<file path="src/rtl/spi_slave_mem_sequencer.sv">
// Turns SPI address/data streams into auto-incrementing req/gnt word accesses; writes cost 2 cycles/word.
// Reads prefetch into TX under credit (tx_space, MAX_OUTSTANDING); abort stops issue and drains the bus.
module spi_slave_mem_sequencer #(
  parameter int ADDR_WIDTH      = 32,
  parameter int MAX_OUTSTANDING = 2,
  parameter int SPACE_WIDTH     = 4
) (
  input  logic                   axi_aclk,
  input  logic                   axi_aresetn,
  input  logic                   abort,
  input  logic [ADDR_WIDTH-1:0]  rx_addr,
  input  logic                   rx_rd_wr,
  input  logic                   rx_addr_valid,
  output logic                   rx_addr_ready,
  input  logic [31:0]            rx_data,
  input  logic                   rx_data_valid,
  output logic                   rx_data_ready,
  output logic [31:0]            tx_data,
  output logic                   tx_data_valid,
  input  logic [SPACE_WIDTH-1:0] tx_space,
  output logic                   mem_req,
  output logic                   mem_we,
  output logic [ADDR_WIDTH-1:0]  mem_addr,
  output logic [31:0]            mem_wdata,
  output logic [3:0]             mem_be,
  input  logic                   mem_gnt,
  input  logic                   mem_rvalid,
  input  logic [31:0]            mem_rdata,
  input  logic                   mem_err,
  output logic                   busy,
  output logic                   err
);

  localparam logic [1:0] IDLE  = 2'd0;
  localparam logic [1:0] WRITE = 2'd1;
  localparam logic [1:0] READ  = 2'd2;
  localparam logic [1:0] DRAIN = 2'd3;

  localparam int          OUT_W   = $clog2(MAX_OUTSTANDING + 1);
  localparam logic [31:0] MAX_OUT = MAX_OUTSTANDING;

  logic [1:0]            state;
  logic [ADDR_WIDTH-1:0] addr;
  logic [OUT_W-1:0]      outstanding;
  logic [31:0]           outs_ext;
  logic [31:0]           space_ext;
  logic                  pending_req;
  logic                  gnt_hit;
  logic                  rd_gnt;
  logic                  rd_ret;
  logic                  wr_acc;
  logic                  rd_issue;
  logic                  idle_ok;
  logic                  unused_addr_lsbs;

  assign unused_addr_lsbs = ^rx_addr[1:0];

  assign outs_ext    = 32'(outstanding);
  assign space_ext   = 32'(tx_space);
  assign pending_req = mem_req && !mem_we;
  assign gnt_hit     = mem_req && mem_gnt;
  assign rd_gnt      = gnt_hit && !mem_we;
  // Write responses arrive with outstanding==0 and are never counted as read returns.
  assign rd_ret      = mem_rvalid && (outstanding != '0);
  assign idle_ok     = !mem_req && (outstanding == '0);

  assign rx_addr_ready = (state == IDLE) && !abort;
  assign rx_data_ready = (state == WRITE) && !mem_req && !abort;
  assign wr_acc        = rx_data_valid && rx_data_ready;
  assign rd_issue      = (state == READ) && !abort && !mem_req
                         && ((outs_ext + 32'd1 + {31'd0, pending_req}) <= MAX_OUT)
                         && (outs_ext < space_ext);

  assign tx_data_valid = (state == READ) && rd_ret;
  assign tx_data       = tx_data_valid ? mem_rdata : 32'd0;
  assign mem_be        = 4'hF;
  assign busy          = (state != IDLE);

  always_ff @(posedge axi_aclk or negedge axi_aresetn) begin
    if (!axi_aresetn) begin
      state <= IDLE;
      addr  <= '0;
    end else begin
      if (gnt_hit) addr <= addr + ADDR_WIDTH'(4);
      case (state)
        IDLE: begin
          if (rx_addr_valid && rx_addr_ready) begin
            addr  <= {rx_addr[ADDR_WIDTH-1:2], 2'b00};
            state <= rx_rd_wr ? READ : WRITE;
          end
        end
        WRITE, READ: begin
          if (abort) state <= idle_ok ? IDLE : DRAIN;
        end
        DRAIN: begin
          if (idle_ok) state <= IDLE;
        end
        default: state <= IDLE;
      endcase
    end
  end

  // A request, once raised, is frozen until granted; issue is gated on !mem_req.
  always_ff @(posedge axi_aclk or negedge axi_aresetn) begin
    if (!axi_aresetn) begin
      mem_req   <= 1'b0;
      mem_we    <= 1'b0;
      mem_addr  <= '0;
      mem_wdata <= '0;
    end else if (gnt_hit) begin
      mem_req <= 1'b0;
    end else if (wr_acc) begin
      mem_req   <= 1'b1;
      mem_we    <= 1'b1;
      mem_addr  <= addr;
      mem_wdata <= rx_data;
    end else if (rd_issue) begin
      mem_req  <= 1'b1;
      mem_we   <= 1'b0;
      mem_addr <= addr;
    end
  end

  always_ff @(posedge axi_aclk or negedge axi_aresetn) begin
    if (!axi_aresetn) begin
      outstanding <= '0;
      err         <= 1'b0;
    end else begin
      case ({rd_gnt, rd_ret})
        2'b10:   outstanding <= outstanding + OUT_W'(1);
        2'b01:   outstanding <= outstanding - OUT_W'(1);
        default: outstanding <= outstanding;
      endcase
      if (mem_rvalid && mem_err) err <= 1'b1;
    end
  end

endmodule

</file>
<file path="config.mk">
export PLATFORM = sky130hd
export DESIGN_NAME = spi_slave_mem_sequencer
export DESIGN_NICKNAME = d
export VERILOG_FILES = /design/src/rtl/spi_slave_mem_sequencer.sv
export SDC_FILE = /design/constraint.sdc
export NUM_CORES = 1
export LEC_CHECK = 0
export ABC_AREA = 1
export ABC_CLOCK_PERIOD_IN_PS = 1400
export CAP_MARGIN = 25
export CORE_MARGIN = 3
export CORE_UTILIZATION = 39
export CTS_BUF_LIST = sky130_fd_sc_hd__clkbuf_4 sky130_fd_sc_hd__clkbuf_8 sky130_fd_sc_hd__clkbuf_16
export DETAILED_ROUTE_END_ITERATION = 7
export PLACE_DENSITY = 0.75
export SLEW_MARGIN = 20
export SYNTH_ARGS = -nofsm -noshare
export SYNTH_HDL_FRONTEND = slang
export SYNTH_SLANG_ARGS = --single-unit
export TNS_END_PERCENT = 20
</file>
<file path="constraint.sdc">
create_clock -name axi_aclk -period 1.4 [get_ports axi_aclk]
set_input_delay 0.28 -clock axi_aclk [delete_from_list [all_inputs] [get_ports axi_aclk]]
set_output_delay 0.28 -clock axi_aclk [all_outputs]
set_load 0.01 [all_outputs]
</file>
# == Word-level counts from Yosys, hierarchy flattened ==
# Index checks and enable logic that the tools add are counted.
# op_classes
addsub,5
n_lt_le_gt_ge,2
eq_ne,8
muxes,18
bitwise,1
n_reduce_logical,30
# ops
op,n
2-to-1 mux 32 bit,6
"adder 32 x 3 -> 32 bit, second input constant",1
logical AND 1 bit,16
2-to-1 mux 2 bit,5
nonzero test 2 bit,4
"equality test 2 bit, second input constant",3
case mux 2 bit (3 select lines),1
2-to-1 mux 1 bit,5
adder 3 x 1 -> 4 bit,1
"equality test 2 x 1 -> 1 bit, second input constant",2
"<= comparator 4 x 2 -> 1 bit, second input constant",1
zero test 2 bit,2
less-than comparator 2 x 4 -> 1 bit,1
"inequality test 2 bit, second input constant",2
case mux 2 bit (2 select lines),1
AND reduction 2 bit,2
"adder 2 x 1 -> 3 bit, second input constant",1
zero test 1 bit,3
AND reduction 3 bit,1
nonzero test 3 bit,1
"adder 2 x 1 -> 2 bit, second input constant",1
"inequality test 2 x 1 -> 1 bit, second input constant",1
OR reduction 2 bit,1
"subtractor 2 x 1 -> 2 bit, second input constant",1
inverter 1 bit,1
# totals
regBits,103
output_inout_bits,107
word_cells,72

# == Logic depth before layout (Yosys ltp) ==
# Gate-level depths: netlist of run 1.
# logic_depth
depth_word,9
depth_mapped,10
depth_no_buf,10

# == Worst setup path before layout of run 1 ==
# Ideal clock, no wire load.
# synth_timing
kind,register -> register
start,reg mem_req
end,reg mem_addr[4]
setup_time_ns,0.065
arrival_ns,1.546
setup_slack_ns,-0.211
stages_incl_launch_ff,11
period_less_slack_ns,1.611
cell_sequence,dfrtp_1 -> buf_4 -> nand2_1 -> ha_1 -> nor2_1 -> nor3_2 -> nand4_2 -> nand2_1 -> buf_4 -> nand2_1 -> nand2_1
# synth_via
elab_chain_len,7
elab_cells_between_ends,15
cone_classes,add/sub (1); order compare (1); mux (1); bitwise (1); reduce/logical (11)
# synth_rtl
item,line,rtl
"start, declared",21,"output logic mem_req,"
"start signal, assigned",106,mem_req <= 1'b0;
"start signal, assigned",111,mem_req <= 1'b0;
"start signal, assigned",113,mem_req <= 1'b1;
logical AND 1 bit,60,assign pending_req = mem_req && !mem_we;
adder 3 x 1 -> 4 bit,71,"&& ((outs_ext + 32'd1 + {31'd0, pending_req}) <= MAX_OUT)"
<= comparator 4 x 2 -> 1 bit,71,
logical AND 1 bit,71,
logical AND 1 bit,72,&& (outs_ext < space_ext);
nonzero test 2 bit (no line),--,
AND reduction 2 bit (no line),--,
"end signal, assigned",115,mem_addr <= addr;
"end signal, assigned",120,mem_addr <= addr;
"end, declared",23,"output logic [ADDR_WIDTH-1:0] mem_addr,"
# Parallel ways exist; a longest one is shown, timed or not.
# A chain may end at the register's enable or synchronous reset.

# == Final worst setup path of run 1 ==
# layout_timing
start,reg state[1]
end,reg state[1]
# layout_via
elab_chain_len,5
elab_cells_between_ends,12
cone_classes,eq/ne (6); mux (1); reduce/logical (5)
# layout_rtl
item,line,rtl
"start, declared",42,logic [1:0] state;
"start signal, assigned",89,state <= rx_rd_wr ? READ : WRITE;
"start signal, assigned",93,if (abort) state <= idle_ok ? IDLE : DRAIN;
zero test 2 bit,"67, 85",
logical AND 1 bit,67,assign rx_addr_ready = (state == IDLE) && !abort;
logical AND 1 bit,87,if (rx_addr_valid && rx_addr_ready) begin
inequality test 2 x 1 -> 1 bit (no line),--,
AND reduction 3 bit (no line),--,
# Parallel ways exist; a longest one is shown, timed or not.

==> results.md, run 1 <==
Floorplanning:
- In this run the standard cell core region covers 12,820 um^2.
- The number of top-level design ports is 216.
- The width of the chip is 121.4 um.
- The die is 121.4 um tall.
- The area of the die is 14,730 um^2.
- The count of standard-cell rows is 41.
- The effective utilization at floorplan is 40.47%.

Clock network:
- Clock-pin slew was measured on the worst setup and hold paths at 0.07 ns.
- The maximum level of the CTS H-tree is 3.
- The number of sinks handled by clock tree synthesis is 99.
- The buffer type at the clock tree root is sky130_fd_sc_hd__clkbuf_16.
- The clock tree buffer depth is 2.
- TritonCTS built the clock tree.
- The number of buffers created by CTS is 9.
- Clock latency on the worst-skew pair, taken at its later pin, is 0.35 ns.

Timing:
- The highest clock rate is 0.5690 GHz.
- The final count of negative-setup-slack endpoints is 134.
- The final-report hold violation count is 0.
- Setup repair after global routing could not meet its margin everywhere.
- The final critical-path setup slack is -0.3575 ns.
- The worst path uses 125.5% of the clock period.
- The smallest clock period supported by the final layout is computed as 1.757 ns.
- The setup TNS after final layout is -33.88 ns.
- The clock arrives with 0.009607 ns of skew.
- The count of pins over their slew limit is 0.

Outcome:
- The final reports fail on negative setup slack.
- The flow ran to the end, but the final reports show violations.

Synthesis:
- The Yosys step of the flow raised 0 warnings.
- The commonest cells after synthesis are sky130_fd_sc_hd__nand2_1, sky130_fd_sc_hd__dfrtp_1, sky130_fd_sc_hd__inv_1, sky130_fd_sc_hd__nor2_1, sky130_fd_sc_hd__nand3_1.
- After synthesis, the share of flip-flops with an asynchronous set or reset is 100.0%.
- The synthesized netlist contains 35 unique library cells.
- The cell count after synthesis is 680.
- The most area-hungry cell type in the Yosys netlist is sky130_fd_sc_hd__dfrtp_1.
- The portion of the post-synthesis area used by sequential elements is 47.73%.
- The number of register bits inferred by synthesis is 99.
- The most used flip-flop cell after synthesis is sky130_fd_sc_hd__dfrtp_1.
- The synthesized cell area is 5190 um^2.
- Counting flops with a built-in enable in the synthesized netlist gives 0.
- The area share of the leading cell type in the synthesized netlist is 47.73%.
- The most frequently used cell type in the post-synthesis netlist is sky130_fd_sc_hd__nand2_1.
- Ranked by total cell area, the synthesized netlist is headed by sky130_fd_sc_hd__dfrtp_1, sky130_fd_sc_hd__nand2_1, sky130_fd_sc_hd__nand3_1.
- The post-synthesis average cell area is 7.632 um^2.

Final layout:
- In the final layout, the share of cells above drive strength 1 is 25.73%.
- Relative to the synthesized area, the layout overhead comes to 67.04%.
- The filler cell count in the final layout is 1,066.
- The total number of nets in the final design is 1,069.
- The antenna diode count is 0.

Setup path:
- Of all nets on the critical path, the largest fanout is 4.
- At the worst endpoint, the arrival time is 1.99 ns.
- The kind of critical path is flop to flop.
- The required arrival time at the worst endpoint is 1.64 ns.
- The kind of end point of the critical path is a flop.
- The worst setup path is launched from a flop.

Global routing:
- In the global route stage, overall resource usage came out at 23.09%.
- Global routing finished with a remaining overflow of 0.
- The number of antenna violations at the first check in global routing is 0.
- Entering global routing, the biggest net connects 36 pins.
- The global-route wire length before repair is 26,640 um.
- The number of global-route vias before repair is 5,189.

Power:
- Power spread over the standard cell area amounts to 1812 nW/um^2.
- The leakage power total is 4.470 nW.
- The largest voltage drop on the vdd net is 0.0008398 V.

Route:
- The total wire length is 17,720 um.
- Dividing the detail-routed wire length by the instance count gives 15.70 um.
- The detailed router finished its first iteration with 324 violations.
- Dividing the detail-routed via count by the number of cells gives 4.715.
- In this run the remaining antenna-violating nets after routing total 0.
- The number of remaining DRC errors is 0.
- The total via count in the routed design is 5,318.
- Before antenna repair, the detailed router went through 5 iterations.

Placed design:
- The routability congestion estimate from global placement is 0.9148.
- At the placement stage, the worst setup path has a slack of -0.8249 ns.
- The HPWL after detailed placement is 12,560 um.
- The port buffer count is 207.

Min path:
- The tightest min-delay check is of the primary input to flop type.

Run:
- The number of maximum-capacitance violations is 0.
==> layer usage <==
metal / part of all wire [%] / wire (um) / track usage (%)
met5: 0 / 0 / 0
met1: 40 / 7067 / 27.28
met3: 7.2 / 1282 / 5.828
met2: 50 / 8859 / 39.65
met4: 2.9 / 505 / 10.08
==> per-stage QoR <==
step	cell area (um^2)	hold WS, ns	util (%)	power, W	cells
global placement	7896	0.1804	61.57	0.01215	1095
finish	8670	0.3081	67.60	0.01571	1128
global route	8670	0.3292	67.60	0.01682	1128
CTS	8297	0.2937	64.69	0.01507	1120
detailed placement	7896	0.1800	61.57	0.01233	1095
floorplan	5245	-0.01559	-	0.008382	684
==> registers in the layout, summed over array words and instances (netlist names) <==
signal and cells:
mem_wdata 32, addr 30, mem_addr 30, outstanding 2
state 2, err 1, mem_req 1, mem_we 1
==> where the power goes <==
part	total, W	internal [W]	switching, W	leakage [nW]
registers	0.00522	0.00421	0.00101	1.24
logic	0.00756	0.00375	0.00382	3.07
clock network	0.00293	0.00176	0.00116	0.167
total	0.0157	0.00972	0.00599	4.47
==> critical path: stages, from the launching register on <==
cell and delay [ns]:
sky130_fd_sc_hd__dfrtp_1 0.43, sky130_fd_sc_hd__inv_2 0.13, sky130_fd_sc_hd__ha_4 0.17, sky130_fd_sc_hd__inv_4 0.04, sky130_fd_sc_hd__buf_6 0.11, sky130_fd_sc_hd__nor3b_4 0.20, sky130_fd_sc_hd__buf_12 0.17, sky130_fd_sc_hd__inv_8 0.05
sky130_fd_sc_hd__nand2_4 0.07, sky130_fd_sc_hd__o221ai_4 0.12, sky130_fd_sc_hd__nand2_1 0.10, sky130_fd_sc_hd__o21ai_1 0.06
==> final timing paths <==
path                             start            end  depth (start not counted)  slack [ns]
max                           state[1]       state[1]                         11       -0.36
min                         mem_rvalid            err                          2        0.31
max reg2reg                   state[1]       state[1]                         11       -0.36
min reg2reg                        err            err                          1        0.46
max in group asynchronous  axi_aresetn   mem_wdata[2]                          3        0.52
min in group asynchronous  axi_aresetn  mem_wdata[30]                          2        0.36
==> area by class of cell <==
class / instances / area [um^2] / share of cell area [%]
Clock buffer: 9 / 225.2 / 2.598
Sequential cell: 99 / 2479 / 28.59
Multi-Input combinational cell: 487 / 2660 / 30.68
Inverter: 66 / 262.8 / 3.031
Tap cell: 172 / 215.2 / 2.482
Clock inverter: 7 / 123.9 / 1.429
Timing Repair Buffer: 288 / 2704 / 31.19
==> cell usage in the layout (no fill, tap or decap), drive strengths merged, types with 4 or more instances in the layout <==
cell	instances
ha	9
nor2	72
inv	68
buf	116
conb	6
dlygate4sd2	65
nor3	6
or2	4
o21ai	16
clkdlybuf4s50	103
xor2	7
dfrtp	99
xnor2	8
nand3	64
a21oi	4
clkbuf	12
nand4	6
nand2	274
==> kinds of logic after synthesis <==
kind of cell | Yosys count | share of synthesized area [%]
other | 2 | 0.1447
adder cells (fa/ha/maj) | 9 | 2.170
buffers and inverters | 98 | 8.606
flip-flops | 99 | 47.73
XOR/XNOR | 15 | 2.531
AND/OR/NAND/NOR | 432 | 36.16
AO/OA/AOI/OAI | 25 | 2.652
==> repair_timing <==
action | 4_1_cts | 5_1_grt
gates cloned | 2 | 5
resized for setup | 271 | 78
endpoints found under the hold margin | 15 | 0
hold buffers | 1 | 0
setup buffers | 6 | 4
endpoints found under the setup margin | 198 | 135
pin swaps | 5 | 19
(Power assumes the default switching activity.)
==> run 2: changes to the inputs <==
Settings changed: CORE_ASPECT_RATIO from default to 0.5, SLEW_MARGIN 20 to default.
==> run 2 against run 1 <==
Against the previous run:
- the run still ends with negative setup slack left
- flip-flop and latch count is the same
- via count fell by 1.1%
- fmax is 4.0% lower
- largest cell class unchanged
==> results.md, run 2 (synthesis results as in run 1) <==
Outcome:
- The flow ran to the end, but the final reports show violations.
- The final reports fail on negative setup slack.

Timing:
- Setup repair after global routing could not meet its margin everywhere.
- The worst path in the final design needs a cycle of 1.831 ns, including I/O delays and setup.
- The final period utilization is 130.8%.
- After layout, the worst setup slack is -0.4312 ns.
- The setup skew after layout is 0.01091 ns.
- Setup violations remaining at the end of the flow were counted as 133.
- Summed over all failing endpoints, the final setup total negative slack is -34.53 ns.
- The final-report hold violation count is 0.
- Derived from the worst setup path, the maximum achievable clock frequency is 0.5461 GHz.
- The count of pins over their slew limit is 0.

Clock network:
- No sink is reached through more buffers than the 2 on the longest clock path.
- The number of buffers created by CTS is 9.
- TritonCTS built the clock tree.
- The number of sinks handled by clock tree synthesis is 99.
- After clock tree synthesis, the clock-pin slew on the worst setup and hold paths is 0.07 ns.
- The H-tree was split into 3 levels.
- The buffer type at the clock tree root is sky130_fd_sc_hd__clkbuf_16.
- The clock latency on the worst-skew pair is 0.34 ns.

Route:
- The number of remaining DRC errors is 0.
- The number of vias per cell is 4.676.
- The detailed router finished its first iteration with 276 violations.
- The first detailed-routing pass ran for 5 iterations.
- The total via count in the routed design is 5,261.
- The antenna violation net count after detailed routing is 0.
- The final routed wire length divided by cell count is 14.76 um.
- After detailed routing, the total wire length is 16,600 um.

Setup path:
- The number of buffers and inverters on the critical path is 2.
- The cell type group with the largest total delay on the critical path is simple AND/OR/NAND/NOR gates.
- The number of cells on the worst reg-to-reg path is 9.
- The signal on the critical path passes through buf_6, ha_4, a21boi_2, o21ai_1, nand4_2, nand2_4, buf_12, nand2_1, nand2_1.
- The flop-to-flop setup slack is -0.43 ns.
- The critical path launch point type is a flop.
- The highest cell delay on the worst timing path is 0.40 ns.
- The startpoint identified for the worst register-to-register timing path is outstanding[1].
- Among all stages on the critical path, the largest delay is contributed by sky130_fd_sc_hd__dfrtp_1.
- Along the worst path, the maximum fanout reaches 8.
- Data arrives at the worst endpoint at 2.10 ns.
- By instance count, the cell type seen most on the critical path is sky130_fd_sc_hd__nand2_1.
- The endpoint identified for the worst register-to-register timing path is mem_addr[14].
- The required arrival time at the worst endpoint is 1.67 ns.
- The worst setup path is captured at a flop.
- The critical path is of the flop to flop type.

Final layout:
- The largest registers in the layout are mem_wdata x32, addr x30, mem_addr x30.
- The most common library cell in the layout ignoring fill and taps is sky130_fd_sc_hd__nand2_1.
- Ranked by flip-flop count, first place goes to mem_wdata.
- The area of all placed cells without fillers is 8633 um^2.
- 0 antenna diodes ended up in the layout.
- The top cell types in the final layout, fill and taps aside, are sky130_fd_sc_hd__nand2_1, sky130_fd_sc_hd__clkdlybuf4s50_1, sky130_fd_sc_hd__dfrtp_1, sky130_fd_sc_hd__dlygate4sd2_1, sky130_fd_sc_hd__nand3_1.
- The total number of nets in the final design is 1,068.
- Compared with the post-synthesis result, the final layout area differs by 66.35%.
- The filler cell count in the final layout is 1,057.
- Once layout is complete, the utilization of the core stands at 67.21%.
- Of the cells placed in the final design, the portion with a size suffix greater than 1 is 23.14%.
- The number of flip-flops in the largest register is 32.
- The number of standard cells in the final layout excluding fillers is 1,125.

Floorplanning:
- The area of the die is 14,810 um^2.
- The floorplan step defined a core boundary enclosing 12,840 um^2.
- The count of standard-cell rows is 29.
- The effective utilization at floorplan is 40.41%.
- The die is 169.1 um wide.
- In this run the vertical extent of the chip is 87.57 um.
- 216 I/O pins were placed.

Placed design:
- The instance area after placement is 7916 um^2.
- Detailed placement finished with a half-perimeter wire length of 12,040 um.
- Once placement completed, the tool counted placed cells totaling 1,096.
- Input and output buffers added on the ports amount to 207.
- At the end of routability-driven placement, the weighted congestion stood at 0.8761.

Min path:
- The startpoint of the worst hold path is mem_rvalid.
- For hold timing, the worst endpoint is err.
- The class of the worst hold path is primary input to flop.
- The number of instances on the worst hold path is 2.

Global routing:
- The total overflow reported by the global router is 0.
- The number of antenna violations at the first check in global routing is 0.
- The maximum number of pins on one net before global-route repair is 33.
- The number of global-route vias before repair was 5,113.
- The first global-routing pass estimated 25,720 um of wire.
- Global routing used 21.27% of the available tracks across all layers.

Run:
- Across the run, the number of max-cap violations was 0.

Power:
- In this run the power density over the cells is 1762 nW/um^2.
- The worst-case IR drop observed on VDD is 0.0008863 V.
- Summed over all cells, the static leakage comes to 4.414 nW.
[run 2: changes by cell type in the layout (fill, tap and decap cells not counted), moves of 12 or more]
cell	delta
sky130_fd_sc_hd__buf_2	-20
sky130_fd_sc_hd__buf_6	+18
sky130_fd_sc_hd__nand3_1	+12
sky130_fd_sc_hd__nand3_2	-12
sky130_fd_sc_hd__nor2_2	-13
sky130_fd_sc_hd__nor2_4	+19
[run 2: repair_timing]
action | in CTS | in global routing
hold buffers | 1 | 0
resized for setup | 271 | 73
pin swaps | 4 | 11
buffers inserted | 4 | 3
endpoints found under the hold margin | 26 | 0
gates cloned | 2 | 4
setup endpoints to repair | 199 | 134
[run 2: cell type report]
| class | instances | area [um^2] | area share [%] |
|---|---|---|---|
| sequential | 99 | 2480 | 28.72 |
| timing repair buffer | 287 | 2763 | 32.00 |
| clock buffer | 12 | 254.0 | 2.942 |
| inverter | 66 | 255.2 | 2.957 |
| clock inverter | 4 | 48.80 | 0.5652 |
| multi-input combinational | 487 | 2620 | 30.35 |
| tap | 170 | 212.7 | 2.464 |
[run 2: routing by layer]
| layer | GRT usage, % | routed length [um] | share of wire (%) |
|---|---|---|---|
| met2 | 37.94 | 8456 | 51 |
| met4 | 4.451 | 173 | 1.0 |
| met5 | 0 | 0 | 0 |
| met1 | 28.11 | 7229 | 44 |
| met3 | 3.066 | 742 | 4.5 |
[run 2: worst max path at each step]
stage / slack [ns] / to / cells past startpoint / start
after floorplan: -0.17 / addr[28] / 9 / state[0]
after global placement: -0.74 / tx_data[22] / 7 / mem_rvalid
after detailed placement: -0.80 / tx_data[0] / 7 / mem_rvalid
after CTS: -0.42 / tx_data[4] / 7 / outstanding[0]
after global routing: -0.50 / mem_addr[14] / 9 / outstanding[1]
final: -0.43 / mem_addr[14] / 9 / outstanding[1]
[run 2: per-stage QoR]
step | hold slack (ns) | setup slack (ns) | total power [W]
after global routing | 0.3377 | -0.5022 | 0.01630
final | 0.3140 | -0.4312 | 0.01521
after floorplan | -0.01559 | -0.1748 | 0.008382
after detailed placement | 0.2518 | -0.8024 | 0.01246
after CTS | 0.2976 | -0.4178 | 0.01472
after global placement | 0.2542 | -0.7422 | 0.01226
[run 2: report_power, final]
| group | leakage, nW | total (W) | switching, W | internal, W |
|---|---|---|---|---|
| logic | 3.02 | 0.00741 | 0.00372 | 0.00369 |
| clock network | 0.154 | 0.00252 | 0.00105 | 0.00148 |
| registers | 1.24 | 0.00528 | 0.00107 | 0.00421 |
